==> src/rtl/instr_fetch.sv <==
// Instruction fetch stage: owns the PC, drives the req/ack instruction-memory port and holds
// the IF/ID register, with a one-entry skid buffer for decode stalls and redirect draining.
module instr_fetch #(
   parameter logic [31:0] RESET_PC  = 32'h0000_0000,
   parameter logic [31:0] NOP_INSTR = 32'h0000_0013
) (
   input  logic        CLK,
   input  logic        RST,
   output logic        IMemReq,
   output logic [31:0] IMemAddr,
   input  logic        IMemAck,
   input  logic [31:0] IMemData,
   input  logic        Stall,
   input  logic        Redirect,
   input  logic [31:0] RedirectPC,
   output logic [31:0] Instr,
   output logic [31:0] PCOut,
   output logic [31:0] PCPlus4,
   output logic        InstrValid,
   output logic [2:0]  ImmControl,
   output logic        IllegalInstr
);

   typedef enum logic [1:0] {StFetch, StFull, StDrain} stateT;

   stateT       state;
   logic [31:0] pc;
   logic [31:0] reqAddr;
   logic [31:0] skidData;
   logic [31:0] skidPc;
   logic [2:0]  skidImm;
   logic        skidIllegal;

   logic [2:0]  dataImm;
   logic        dataIllegal;

   // Returns {illegal, immType} for an opcode.
   function automatic logic [3:0] decodeOp(input logic [6:0] op);
      logic [3:0] res;
      case (op)
         7'b0010011, 7'b0000011, 7'b1100111, 7'b1110011, 7'b0110011: res = 4'b0_000;
         7'b0100011:                                                  res = 4'b0_001;
         7'b1100011:                                                  res = 4'b0_010;
         7'b1101111:                                                  res = 4'b0_011;
         7'b0110111, 7'b0010111:                                      res = 4'b0_100;
         default:                                                     res = 4'b1_000;
      endcase
      return res;
   endfunction

   always_comb begin
      {dataIllegal, dataImm} = decodeOp(IMemData[6:0]);
      IMemReq  = (state != StFull);
      IMemAddr = (state == StDrain) ? reqAddr : pc;
      PCPlus4  = PCOut + 32'd4;
   end

   always_ff @(posedge CLK or posedge RST) begin
      if (RST) begin
         state        <= StFetch;
         pc           <= RESET_PC;
         reqAddr      <= RESET_PC;
         Instr        <= NOP_INSTR;
         PCOut        <= RESET_PC;
         ImmControl   <= 3'b000;
         IllegalInstr <= 1'b0;
         InstrValid   <= 1'b0;
         skidData     <= NOP_INSTR;
         skidPc       <= RESET_PC;
         skidImm      <= 3'b000;
         skidIllegal  <= 1'b0;
      end else if (Redirect) begin
         pc           <= RedirectPC;
         InstrValid   <= 1'b0;
         Instr        <= NOP_INSTR;
         ImmControl   <= 3'b000;
         IllegalInstr <= 1'b0;
         // A request still in flight must be completed and thrown away before refetching.
         if ((state == StFetch || state == StDrain) && !IMemAck) state <= StDrain;
         else                                                    state <= StFetch;
         if (state == StFetch) reqAddr <= pc;
      end else begin
         case (state)
            StFetch: begin
               if (IMemAck) begin
                  pc <= pc + 32'd4;
                  if (!InstrValid || !Stall) begin
                     Instr        <= IMemData;
                     PCOut        <= pc;
                     ImmControl   <= dataImm;
                     IllegalInstr <= dataIllegal;
                     InstrValid   <= 1'b1;
                  end else begin
                     skidData    <= IMemData;
                     skidPc      <= pc;
                     skidImm     <= dataImm;
                     skidIllegal <= dataIllegal;
                     state       <= StFull;
                  end
               end else if (!Stall) begin
                  InstrValid   <= 1'b0;
                  Instr        <= NOP_INSTR;
                  ImmControl   <= 3'b000;
                  IllegalInstr <= 1'b0;
               end
            end
            StFull: begin
               if (!Stall) begin
                  Instr        <= skidData;
                  PCOut        <= skidPc;
                  ImmControl   <= skidImm;
                  IllegalInstr <= skidIllegal;
                  InstrValid   <= 1'b1;
                  state        <= StFetch;
               end
            end
            StDrain: begin
               if (IMemAck) state <= StFetch;
            end
            default: state <= StFetch;
         endcase
      end
   end

endmodule

==> config.mk <==
export PLATFORM = sky130hd
export DESIGN_NAME = instr_fetch
export DESIGN_NICKNAME = d
export VERILOG_FILES = /design/src/rtl/instr_fetch.sv
export SDC_FILE = /design/constraint.sdc
export NUM_CORES = 1
export LEC_CHECK = 0
export ABC_AREA = 1
export CAP_MARGIN = 30
export CELL_PAD_IN_SITES_DETAIL_PLACEMENT = 1
export CELL_PAD_IN_SITES_GLOBAL_PLACEMENT = 1
export CORE_ASPECT_RATIO = 0.9
export CORE_MARGIN = 2
export CORE_UTILIZATION = 39
export CTS_BUF_LIST = sky130_fd_sc_hd__clkbuf_8
export DETAILED_ROUTE_END_ITERATION = 8
export PLACE_DENSITY_LB_ADDON = 0.1
export SYNTH_ARGS = -nofsm -noshare
export SYNTH_HDL_FRONTEND = slang
export SYNTH_SLANG_ARGS = --single-unit
==> constraint.sdc <==
create_clock -name CLK -period 8 [get_ports CLK]
set_clock_uncertainty 0.1 [all_clocks]
set_input_delay 1.6 -clock CLK [delete_from_list [all_inputs] [get_ports CLK]]
set_output_delay 1.6 -clock CLK [all_outputs]
set_load 0.02 [all_outputs]
==> impl_summary.txt, run 1 <==
----------------------------------------------------
[Critical path]
  Worst Path Class, Setup ... register to output port
  Largest stage delay on the critical path ... 630 ps
  Required time of the critical path ... 6300 ps
  Endpoint arrival time on the critical path ... 2750 ps
  Critical path buffer and inverter count ... 2
  Cell class contributing the biggest share of worst-path delay ... buffers and inverters
  Cells traversed along the worst timing path ... ha_1, nand3_1, inv_1, nand2_1, nor3_1, xor2_1, clkdlybuf4s50_1
  CP max stage cell ... sky130_fd_sc_hd__clkdlybuf4s50_1
  Crit Path Max Fanout ... 5
  Nature of the critical path startpoint ... register
  Category of the worst setup path capture point ... output port

[Detailed routing]
  Final ANT Viol Nets ... 0
  Count of vias placed by the detailed router ... 10047
  Aggregate routed wire length ... 33800 um
  Length of the first detailed-routing pass in iterations ... 5
  Vias per std cell ... roughly 5.1
  DRC violation count after routing ... 0
  Number of DRC markers in iteration 0 ... approximately 600
  DR WL/cell ... 17.1 um

[STA]
  Crit share post-route ... 55.6%
  Min setup slack post-route ... 3550 ps
  Fin. max-slew vios ... 0
  Worst-Margin Slew ... 894 ps
  RSZ-0062 raised after global routing ... no
  # setup viols final ... 0
  Maximum operating frequency ... 225 MHz
  Total Negative Setup Slacks ... 0 ps
  Worst relative slew slack ... 40.3%
  Hold violation count in the final report ... 0
  Time the final worst path needs with I/O delays and setup ... between 4000 and 5000 ps

[Placed design]
  Number of placed instances, taps included ... 1917
  Worst Setup Slack post-DPL ... about 3400 ps
  Post-DP HPWL ... 24300 um
  Placer's final routability congestion estimate ... 0.888
  Cell area after placement ... between 10000 and 15000 sq um
  Port buffer count ... 202

[Final layout]
  Most used cells in the layout excluding fill and tap cells ... sky130_fd_sc_hd__nand2_1 (476), sky130_fd_sc_hd__clkdlybuf4s50_1 (202), sky130_fd_sc_hd__dfrtp_1 (197)
  Area growth syn-to-layout ... 28.8%
  Antenna diodes ... 0
  Layout Nets ... 1679
  Final Non-Filler Cells ... 1980
  Fraction of layout cells with a size suffix above 1 ... 5.27%
  Most frequent standard cell in the layout excluding fill and tap cells ... sky130_fd_sc_hd__nand2_1
  Post-layout instance area ... 13500 sq um

[GRT]
  Overflow left after global routing ... 0
  Met3 routing resource usage after global routing ... 3.49%
  Antenna violations before repair ... 0
  Wire length of the first global-routing pass ... 54700 um
  Most Crowded Layer GR ... met2
  Met2 Track Usage GR ... 36.6%
  Grt met1 use ... 36.1%
  Number of global-route vias before repair ... 10072
  Total global-route track usage ... between 20% and 30%
  Maximum number of pins on one net before global-route repair ... 111

[Clock tree]
  Number of buffers added by the clock tree synthesis step ... 37
  CTS Sinks ... 203
  Clock input transition at the sequential cells of the worst setup and hold paths ... 60 ps
  Clock tree from TritonCTS ... yes
  Count of instances resized after the clock tree is built ... 0
  Number of buffers on the longest clock path ... 3
  CTS Root Buffer Type ... sky130_fd_sc_hd__clkbuf_8
  Htree depth ... 2
  Hold-fix buffers, CTS ... 0
  Worst-skew pair later-pin latency ... 530 ps
  Buffer count from post-CTS setup fixing ... 0

[Synth]
  Post-Syn Area per Cell ... ~7.4 sq um
  Syn_nets ... 1495
  Summed instance area of the synthesized netlist ... 10500 sq um
  Number of warnings issued by yosys ... 0
  Sequential share of the synthesized area ... 48.6%
  Number of flip-flops and latches in the synthesized netlist ... 203
  Gate count after technology mapping ... 1424
  Number of distinct library cells after synthesis ... 31

[Run]
  Number of max-cap violations ... 0

[Die]
  Floorplan row count ... 56
  Die Wd ... roughly 180 um
  Die outline height ... 159 um
  Area enclosed by the die boundary ... approximately 28000 sq um
  Area inside the core boundary ... 26200 sq um
  Number of ports placed on the die boundary ... between 200 and 250
  Initial core utilization ... between 30 and 40%

[Min path]
  Worst min path class ... register to register

[Power]
  Total power divided by cell area ... 251 nW/um^2
  Total leakage power ... 6.33 nW
  Peak VDD IR ... 0.0890 mV

[Outcome]
  Result of the run ... completed

----------------------------------------------------
[metal layers]
layer / vias to the layer above / wire length, um
li1: 4910 / -
met1: 4851 / 16500
met2: 244 / 15000
met3: 42 / 1670
met4: 0 / 633
met5: - / 0
[per-stage QoR]
stage               hold WS, ps  util [%]  power (mW)
floorplan                   348         -        1.96
global placement            361      48.4        2.39
detailed placement          364      48.7        2.44
CTS                         381      51.5        3.42
global route                410      51.5        3.59
finish                      377      51.5        3.38
[worst paths after layout]
| path | from | end | cells after the start | slack (ps) |
|---|---|---|---|---|
| hold reg to reg | Instr[9] | Instr[9] | 2 | 380 |
| max in group asynchronous | RST | reqAddr[22] | 3 | 5260 |
| setup reg to reg | state[0] | PCOut[6] | 8 | 5050 |
| hold / removal | Instr[9] | Instr[9] | 2 | 380 |
| setup / recovery | PCOut[3] | PCPlus4[26] | 7 | 3550 |
| min in group asynchronous | RST | Instr[7] | 2 | 1480 |
[Yosys cell counts]
cell	number	share of area, %
sky130_fd_sc_hd__buf_1	5	0.18
sky130_fd_sc_hd__nand2_4	1	0.11
sky130_fd_sc_hd__nor2_1	159	5.7
sky130_fd_sc_hd__or2_2	2	0.12
sky130_fd_sc_hd__nor3b_1	1	0.072
sky130_fd_sc_hd__clkbuf_1	32	1.1
sky130_fd_sc_hd__inv_4	1	0.060
sky130_fd_sc_hd__o22ai_1	3	0.18
sky130_fd_sc_hd__a21oi_1	50	2.4
sky130_fd_sc_hd__o21ai_0	163	7.8
sky130_fd_sc_hd__nor2_4	2	0.22
sky130_fd_sc_hd__nand3_1	49	2.3
sky130_fd_sc_hd__nor3_1	25	1.2
sky130_fd_sc_hd__buf_2	22	1.1
sky130_fd_sc_hd__nand2_1	477	17
sky130_fd_sc_hd__dfrtp_1	197	47
sky130_fd_sc_hd__buf_4	5	0.36
sky130_fd_sc_hd__inv_2	5	0.18
sky130_fd_sc_hd__buf_6	3	0.32
sky130_fd_sc_hd__nand4_1	6	0.36
sky130_fd_sc_hd__dfstp_2	6	1.5
sky130_fd_sc_hd__nand2_2	2	0.12
sky130_fd_sc_hd__a31oi_1	11	0.66
sky130_fd_sc_hd__o21ai_1	22	1.1
sky130_fd_sc_hd__inv_1	119	4.3
sky130_fd_sc_hd__a211oi_1	1	0.072
sky130_fd_sc_hd__xor2_1	28	2.3
sky130_fd_sc_hd__nor2_2	2	0.12
sky130_fd_sc_hd__nand3_2	1	0.096
sky130_fd_sc_hd__o211ai_1	22	1.6
sky130_fd_sc_hd__ha_1	2	0.24
[final cells by class]
class | instances | area, sq um
fillers | 3291 | 12700
flip-flops and latches | 203 | 5090
multi-input cells | 1029 | 4600
repair buffers | 212 | 2160
clock buffers | 48 | 661
inverters | 125 | 479
well taps | 348 | 435
clock inverters | 15 | 63.8
[kinds of logic (layout without fill, tap and decap cells)]
kind of cell | after synthesis | in the layout | share of synthesized area, %
and+or+nand+nor | 727 | 727 | 27.5
AOI/OAI and AO/OA | 272 | 272 | 13.7
buffers and inverters | 192 | 400 | 7.56
xor gates and xnor gates | 28 | 28 | 2.34
DFF | 203 | 203 | 48.6
adders and majority gates | 2 | 2 | 0.239
[registers in the layout, indices dropped and copies added, names as in the netlist]
| register | flops |
|---|---|
| pc | 32 |
| skidPc | 32 |
| state | 2 |
| IllegalInstr | 1 |
| reqAddr | 32 |
| skidData | 32 |
| skidIllegal | 1 |
| skidImm | 3 |
| ImmControl | 3 |
| InstrValid | 1 |
| PCOut | 32 |
| Instr | 32 |
[where the power goes]
| part | switching (mW) | internal (mW) |
|---|---|---|
| registers | 0.176 | 1.25 |
| logic | 0.583 | 0.407 |
| clock network | 0.432 | 0.534 |
| total | 1.19 | 2.19 |
[worst reg2reg max path: stages (launching register included)]
cell and delay, ps:
sky130_fd_sc_hd__dfrtp_1 400, sky130_fd_sc_hd__inv_1 140, sky130_fd_sc_hd__nor2_4 40, sky130_fd_sc_hd__buf_4 300, sky130_fd_sc_hd__nand2_1 180, sky130_fd_sc_hd__nand3_1 430, sky130_fd_sc_hd__inv_2 860, sky130_fd_sc_hd__o211ai_1 270
sky130_fd_sc_hd__o21ai_0 140
Note: power is estimated with default switching activity, not from simulation.
==> run 2: changes to the inputs <==
Clock period 8 ns to 4.23 ns, I/O delays scaled along.
==> run 2 against run 1 <==
  * Wire length up 0.55%
  * Cell count up 0.45%
  * First-iteration DRC count is 5.9% higher
  * Register-to-register slack worse by 3300 ps
  * Critical path depth down 2
  * Via count grew 1.3%
  * Sequential share of layout area decreased by 0.24 points
  * Cell area rose by 0.63%
  * Power up 93%
  * Worst hold slack worse by 1.4 ps
  * Sequential cell count unchanged
  * Critical path type unchanged
  * Setup slack lost 3100 ps
==> impl_summary.txt, run 2 (synthesis results as in run 1) <==
----------------------------------------------------
[Outcome]
  Result of the run ... completed (unchanged)

[Clock tree]
  Worst-skew pair later-pin latency ... 530 ps (about the same)
  Number of buffers on the longest clock path ... 3 (unchanged)
  Count of instances resized after the clock tree is built ... 0 (unchanged)
  Buffer count from post-CTS setup fixing ... 0 (unchanged)
  Clock input transition at the sequential cells of the worst setup and hold paths ... 60 ps (about the same)
  Htree depth ... 2 (unchanged)
  Number of buffers added by the clock tree synthesis step ... 37 (unchanged)
  CTS Sinks ... 203 (unchanged)
  Hold-fix buffers, CTS ... 0 (unchanged)
  Clock tree from TritonCTS ... yes (unchanged)
  CTS Root Buffer Type ... sky130_fd_sc_hd__clkbuf_8 (unchanged)

[Placed design]
  Port buffer count ... 202 (unchanged)
  Number of placed instances, taps included ... 1923 (was 1917)
  Placer's final routability congestion estimate ... 0.870 (was 0.888)
  Post-DP HPWL ... 24600 um (was 24300 um)

[STA]
  Crit share post-route ... 88.3%
  Worst-Margin Slew ... 637 ps (was 894 ps)
  RSZ-0062 raised after global routing ... no (unchanged)
  Time the final worst path needs with I/O delays and setup ... 3740 ps
  Hold violation count in the final report ... 0 (unchanged)
  Worst relative slew slack ... 57.5% (was 40.3%)
  Total Negative Setup Slacks ... 0 ps (unchanged)
  Maximum operating frequency ... between 200 and 300 MHz
  Final hold slack ... 376 ps (was 377 ps)
  Fin. max-slew vios ... 0 (unchanged)
  # setup viols final ... 0 (unchanged)

[Power]
  Internal Power ... 4.25 mW (was 2.19 mW)
  Total power divided by cell area ... 481 nW/um^2 (was 251 nW/um^2)
  Total leakage power ... 6.37 nW (was 6.33 nW)
  Net switching power ... 2.27 mW (was 1.19 mW)
  Clk pwr share ... 29.8% (was 28.6%)
  Combinational power share ... 28.8% (was 29.3%)
  Sequential power share ... 41.4% (was 42.2%)
  Peak VDD IR ... 0.211 mV (was 0.0890 mV)
  Switching share of power ... 34.8% (was 35.2%)

[Die]
  Die Wd ... 177 um (unchanged)
  Area inside the core boundary ... 26200 sq um (unchanged)
  Initial core utilization ... 40.0% (unchanged)
  Die outline height ... 159 um (unchanged)
  Area enclosed by the die boundary ... 28200 sq um (unchanged)
  Floorplan row count ... 56 (unchanged)
  Number of ports placed on the die boundary ... 203 (unchanged)

[Detailed routing]
  Final ANT Viol Nets ... 0 (unchanged)
  Length of the first detailed-routing pass in iterations ... 5 (unchanged)
  DR WL/cell ... 17.1 um (about the same)
  DRC violation count after routing ... 0 (unchanged)
  Aggregate routed wire length ... 34000 um (was 33800 um)
  Vias per std cell ... 5.12 (was 5.07)
  Number of DRC markers in iteration 0 ... 646 (was 610)
  Count of vias placed by the detailed router ... 10175 (was 10047)

[Run]
  Number of max-cap violations ... 0 (unchanged)

[Final layout]
  Antenna diodes ... 0 (unchanged)
  Most used cells in the layout excluding fill and tap cells ... sky130_fd_sc_hd__nand2_1 (476), sky130_fd_sc_hd__clkdlybuf4s50_1 (202), sky130_fd_sc_hd__dfrtp_1 (197) (unchanged)
  Fill cells ... 3272 (was 3291)
  Area growth syn-to-layout ... 29.6% (was 28.8%)
  Fraction of layout cells with a size suffix above 1 ... 5.85% (was 5.27%)
  Final Non-Filler Cells ... 1989 (was 1980)
  Most frequent standard cell in the layout excluding fill and tap cells ... sky130_fd_sc_hd__nand2_1 (unchanged)
  Layout Nets ... 1685 (was 1679)

[GRT]
  Number of global-route vias before repair ... 10237 (was 10072)
  Overflow left after global routing ... 0 (unchanged)
  Antenna violations before repair ... 0 (unchanged)
  Wire length of the first global-routing pass ... 55400 um (was 54700 um)
  Maximum number of pins on one net before global-route repair ... 78 (was 111)
  Total global-route track usage ... 24.4% (was 24.2%)

[Critical path]
  Endpoint arrival time on the critical path ... 2790 ps (was 2750 ps)
  Worst Path Class, Setup ... register to output port (unchanged)
  Nature of the critical path startpoint ... register (unchanged)
  Category of the worst setup path capture point ... output port (unchanged)
  Crit Path Max Fanout ... 40 (was 5)
  Required time of the critical path ... 3280 ps (was 6300 ps)
  Logic depth of the worst register-to-register path ... 9 (was 8)

[Min path]
  Worst min path class ... register to register (unchanged)
  Count of cells along the worst hold path ... 2 (unchanged)

----------------------------------------------------
-- run 2: changes by cell type in the layout (fill, tap and decap cells not counted), sizes merged --
cell and delta:
clkinv +1, inv -2, bufinv +1, buf +6
clkinvlp +1, clkbuf +2
-- run 2: metrics by stage --
step           util [%]  power [mW]  instance area, sq um  setup slack (ps)
2_1_floorplan         -        3.70                 10500               659
3_5_place_dp       48.8        4.61                 12800              1020
5_1_grt            51.8        6.91                 13600               260
4_1_cts            51.8        6.59                 13600               463
3_3_place_gp       48.8        4.54                 12800              1030
6_report           51.8        6.52                 13600               495
-- run 2: final timing paths --
check	start	end	slack (ps)
worst max register to register	state[1]	PCOut[20]	1710
worst min-delay path	Instr[7]	Instr[7]	380
worst min register to register	Instr[7]	Instr[7]	380
max in group asynchronous	RST	pc[31]	2550
min in group asynchronous	RST	Instr[6]	650
worst max-delay path	state[1]	IMemAddr[10]	490
-- run 2: power groups by stage --
stage	registers, mW	clock network, mW	logic [mW]
6_report	2.70	1.95	1.88
2_1_floorplan	2.75	0	0.952
3_3_place_gp	2.70	0	1.85
3_5_place_dp	2.72	0	1.89
5_1_grt	2.75	2.08	2.08
4_1_cts	2.69	1.99	1.90
-- run 2: worst max-delay path, stage by stage, from the launching register on --
cell	delay [ps]
sky130_fd_sc_hd__dfrtp_1	460
sky130_fd_sc_hd__nand2_2	390
sky130_fd_sc_hd__buf_4	450
sky130_fd_sc_hd__nor2_1	80
sky130_fd_sc_hd__a21oi_1	230
sky130_fd_sc_hd__clkdlybuf4s50_1	660
-- run 2: cell type report --
class / count / area (sq um) / share of cell area, %
flip-flops and latches: 203 / 5090 / 37.5
multi-input cells: 1029 / 4600 / 33.9
repair buffers: 218 / 2190 / 16.1
clock buffers: 50 / 688 / 5.07
inverters: 125 / 475 / 3.50
well taps: 348 / 435 / 3.21
clock inverters: 16 / 95.1 / 0.701
-- run 2: layer usage --
layer	vias up	wire, um	track usage (%)
met1	4958	16700	36.2
li1	4928	-	-
met5	-	0	0
met4	0	528	5.30
met3	43	1570	3.13
met2	246	15200	38.1
==> run 3: changes to the inputs <==
Settings changed: ABC_AREA 1 to default, CORE_UTILIZATION 39 to 41.
==> run 3 against run 2 <==
  * Maximum frequency shrank 2.1%
  * Cell count shrank 18%
  * Critical path depth is the same
  * Die area shrank 6.7%
  * Area after synthesis shrank 2.1%
  * Count of clock-buffer cells in the layout shrank 2
  * Sequential share of layout area grew 0.88 points
  * First-iteration DRC count shrank 31%
  * Setup slack lost 79 ps
  * Clock power shrank 7%
  * Synthesized cell count shrank 23%
  * Critical path type unchanged
  * Critical endpoint is now PCPlus4[31]
==> impl_summary.txt, run 3 <==
----------------------------------------------------
[Clock tree]
  Number of buffers added by the clock tree synthesis step ... 37 (unchanged)
  Count of instances resized after the clock tree is built ... 0 (unchanged)
  Number of buffers on the longest clock path ... 3 (unchanged)
  CTS Sinks ... 203 (unchanged)
  CTS Root Buffer Type ... sky130_fd_sc_hd__clkbuf_8 (unchanged)
  Htree depth ... 2 (unchanged)
  Clock tree from TritonCTS ... yes (unchanged)
  Hold-fix buffers, CTS ... 0 (unchanged)
  Worst-skew pair later-pin latency ... 520 ps (was 530 ps)
  Clock input transition at the sequential cells of the worst setup and hold paths ... 60 ps (about the same)
  Buffer count from post-CTS setup fixing ... 0 (unchanged)

[Min path]
  Worst min path class ... register to register (unchanged)

[STA]
  Fin. max-slew vios ... 0 (unchanged)
  Crit share post-route ... 90.2% (was 88.3%)
  Total Negative Setup Slacks ... 0 ps (unchanged)
  # setup viols final ... 0 (unchanged)
  Final hold slack ... 362 ps (was 376 ps)
  Min setup slack post-route ... 416 ps (was 495 ps)
  RSZ-0062 raised after global routing ... no (unchanged)
  Maximum operating frequency ... 262 MHz (was 268 MHz)
  Time the final worst path needs with I/O delays and setup ... 3810 ps (was 3740 ps)
  Hold violation count in the final report ... 0 (unchanged)
  Worst-Margin Slew ... 854 ps (was 637 ps)
  Worst relative slew slack ... 43.1% (was 57.5%)

[Power]
  Sequential power share ... 44.2% (was 41.4%)
  Combinational power share ... 25.3% (was 28.8%)
  Internal Power ... 4.05 mW (was 4.25 mW)
  Switching share of power ... 32.2% (was 34.8%)
  Net switching power ... 1.92 mW (was 2.27 mW)
  Total power divided by cell area ... 450 nW/um^2 (was 481 nW/um^2)
  Clk pwr share ... 30.5% (was 29.8%)
  Peak VDD IR ... 0.212 mV (was 0.211 mV)
  Total leakage power ... 5.92 nW (was 6.37 nW)

[Detailed routing]
  Number of DRC markers in iteration 0 ... 447 (was 646)
  Count of vias placed by the detailed router ... 8639 (was 10175)
  Length of the first detailed-routing pass in iterations ... 4 (was 5)
  DR WL/cell ... 18.9 um (was 17.1 um)
  DRC violation count after routing ... 0 (unchanged)
  Vias per std cell ... 5.31 (was 5.12)
  Final ANT Viol Nets ... 0 (unchanged)
  Aggregate routed wire length ... 30700 um (was 34000 um)

[Synth]
  Summed instance area of the synthesized netlist ... 10200 sq um (was 10500 sq um)
  Leading cell types by total area after synthesis ... sky130_fd_sc_hd__dfrtp_1 (48%), sky130_fd_sc_hd__nand2_1 (11%), sky130_fd_sc_hd__mux2_2 (10%) (was sky130_fd_sc_hd__dfrtp_1 (47%), sky130_fd_sc_hd__nand2_1 (17%), sky130_fd_sc_hd__o21ai_0 (7.8%))
  Post-Syn Area per Cell ... 9.38 sq um (was 7.35 sq um)
  Sequential share of the synthesized area ... 49.6% (was 48.6%)
  Number of flip-flops and latches in the synthesized netlist ... 203 (unchanged)
  Number of distinct library cells after synthesis ... 58 (was 31)
  Async set-or-reset flop fraction in the synthesized netlist ... 100% (unchanged)
  Syn_nets ... 1164 (was 1495)
  Number of warnings issued by yosys ... 0 (unchanged)
  Number of synthesized flops with an enable pin ... 0 (unchanged)
  Leading post-synthesis cells by instance count ... sky130_fd_sc_hd__nand2_1 (304), sky130_fd_sc_hd__dfrtp_1 (197), sky130_fd_sc_hd__mux2_2 (93) (was sky130_fd_sc_hd__nand2_1 (477), sky130_fd_sc_hd__dfrtp_1 (197), sky130_fd_sc_hd__o21ai_0 (163))
  Leading register cell type out of synthesis ... sky130_fd_sc_hd__dfrtp_1 (unchanged)
  Yosys top cell area share ... 48.1% (was 47.1%)
  Most repeated cell in the gate-level netlist after synthesis ... sky130_fd_sc_hd__nand2_1 (unchanged)
  Largest area contributor in the synthesized netlist ... sky130_fd_sc_hd__dfrtp_1 (unchanged)
  Gate count after technology mapping ... 1093 (was 1424)

[Placed design]
  Cell area after placement ... 12500 sq um (was 12800 sq um)
  Post-DP HPWL ... 20700 um (was 24600 um)
  Worst Setup Slack post-DPL ... 775 ps (was 1020 ps)
  Port buffer count ... 202 (unchanged)
  Placer's final routability congestion estimate ... 0.790 (was 0.870)

[Die]
  Die outline height ... 154 um (was 159 um)
  Floorplan row count ... 54 (was 56)
  Initial core utilization ... 42.0% (was 40.0%)
  Number of ports placed on the die boundary ... 203 (unchanged)
  Area enclosed by the die boundary ... 26300 sq um (was 28200 sq um)
  Die Wd ... 171 um (was 177 um)
  Area inside the core boundary ... 24400 sq um (was 26200 sq um)

[Critical path]
  Required time of the critical path ... 3280 ps (about the same)
  Endpoint arrival time on the critical path ... 2870 ps (was 2790 ps)
  Category of the worst setup path capture point ... output port (unchanged)
  Cells traversed along the worst timing path ... and3_1, nand4_1, nor4_1, xor2_1, clkdlybuf4s50_1 (was nand2_2, buf_4, nor2_1, a21oi_1, clkdlybuf4s50_1)
  Critical path endpoint ... PCPlus4[31] (was IMemAddr[10])
  Reg2reg setup slack ... 1780 ps (was 1710 ps)
  Critical path launch point ... PCOut[7] (was state[1])
  Stages on worst setup path ... 5 (unchanged)
  Cell class contributing the biggest share of worst-path delay ... simple AND/OR/NAND/NOR gates (was buffers and inverters)
  Largest stage delay on the critical path ... 630 ps (was 660 ps)
  Critical path buffer and inverter count ... 1 (was 2)
  Crit Path Max Fanout ... 9 (was 40)
  Logic depth of the worst register-to-register path ... 5 (was 9)
  Nature of the critical path startpoint ... register (unchanged)
  Worst flop-to-flop path startpoint ... state[0] (was state[1])
  CP max stage cell ... sky130_fd_sc_hd__clkdlybuf4s50_1 (unchanged)
  Endpoint of the lowest-slack register-to-register path ... pc[21] (was PCOut[20])
  Worst Path Class, Setup ... register to output port (unchanged)

[Final layout]
  Total area of multi-input combinational cells ... 4810 sq um (was 4600 sq um)
  Most used cells in the layout excluding fill and tap cells ... sky130_fd_sc_hd__nand2_1 (304), sky130_fd_sc_hd__clkdlybuf4s50_1 (201), sky130_fd_sc_hd__dfrtp_1 (197) (was sky130_fd_sc_hd__nand2_1 (476), sky130_fd_sc_hd__clkdlybuf4s50_1 (202), sky130_fd_sc_hd__dfrtp_1 (197))
  Most frequent standard cell in the layout excluding fill and tap cells ... sky130_fd_sc_hd__nand2_1 (unchanged)
  Fraction of layout cells with a size suffix above 1 ... 14.3% (was 5.85%)
  Post-layout instance area ... 13300 sq um (was 13600 sq um)
  Layout Nets ... 1338 (was 1685)
  Post-layout utilization of the core ... 54.4% (was 51.8%)
  Fill cells ... 2719 (was 3272)
  Register cell area after layout ... 5090 sq um (unchanged)
  Antenna diodes ... 0 (unchanged)
  Area growth syn-to-layout ... 29.4% (was 29.6%)

[GRT]
  Antenna violations before repair ... 0 (unchanged)
  Number of global-route vias before repair ... 9282 (was 10237)
  Total global-route track usage ... 24.1% (was 24.4%)
  Overflow left after global routing ... 0 (unchanged)
  Maximum number of pins on one net before global-route repair ... 121 (was 78)
  Wire length of the first global-routing pass ... 50500 um (was 55400 um)

[Run]
  Number of max-cap violations ... 0 (unchanged)

[Outcome]
  Result of the run ... completed (unchanged)

----------------------------------------------------
==> run 3: cell count changes in the layout (fill, tap and decap cells not counted), moves of 22 or more <==
cell,delta
sky130_fd_sc_hd__mux2_2,+93
sky130_fd_sc_hd__inv_1,-107
sky130_fd_sc_hd__mux2i_1,+31
sky130_fd_sc_hd__nor2_1,-130
sky130_fd_sc_hd__o21ai_1,-22
sky130_fd_sc_hd__o21ai_0,-104
sky130_fd_sc_hd__nand2_1,-172
==> run 3: worst min-delay path by stage <==
stage           startpoint           to  slack (ps)  cells past startpoint
2_1_floorplan  skidData[4]  skidData[4]         340                      2
3_3_place_gp   skidData[4]  skidData[4]         350                      2
3_5_place_dp   skidData[1]  skidData[1]         360                      2
4_1_cts        skidData[1]  skidData[1]         370                      2
5_1_grt        skidData[1]  skidData[1]         380                      2
6_report       skidData[1]  skidData[1]         360                      2
==> run 3: layout make-up <==
type,count,share of cell area (%)
Clock buffer,48,4.98
Clock inverter,14,0.406
Inverter,10,0.311
Multi-Input combinational cell,795,36.3
Sequential cell,203,38.4
Tap cell,336,3.17
Timing Repair Buffer,220,16.5
==> run 3: stage by stage <==
stage / power [mW] / cells
floorplan: 3.45 / 1093
finish: 5.97 / 1626
CTS: 6.05 / 1626
global placement: 4.12 / 1563
detailed placement: 4.20 / 1564
global route: 6.32 / 1626
==> run 3: kinds of logic after synthesis <==
kind of cell	Yosys count	synth area share [%]
AOI/OAI and AO/OA	137	7.91
xor gates and xnor gates	38	3.25
adders and majority gates	2	0.244
buffers and inverters	95	3.86
DFF	203	49.6
muxes	124	13.2
and+or+nand+nor	494	21.8
==> run 3: worst register-to-register path, cell delays in order, from the launching register on <==
cell	delay, ps
sky130_fd_sc_hd__dfrtp_1	510
sky130_fd_sc_hd__nor3b_2	500
sky130_fd_sc_hd__buf_4	250
sky130_fd_sc_hd__nand3_1	310
sky130_fd_sc_hd__or4_1	510
sky130_fd_sc_hd__a31oi_1	180
==> run 3: power by group through the flow <==
stage                     Combinational [mW]  Sequential, mW  Clock (mW)
after floorplan                        0.803            2.64           0
after global placement                  1.48            2.65           0
after detailed placement                1.53            2.67           0
after CTS                               1.54            2.64        1.88
after global routing                    1.65            2.70        1.97
final                                   1.51            2.64        1.82
==> run 3: layer usage <==
metal / GRT usage [%] / wire [um] / share of wire (%) / up-vias
met5: 0 / 0 / 0 / -
met4: 6.39 / 636 / 2.1 / 0
met3: 4.68 / 1740 / 5.7 / 50
met2: 40.0 / 14600 / 48 / 209
met1: 32.2 / 13700 / 45 / 4285
li1: - / - / - / 4095
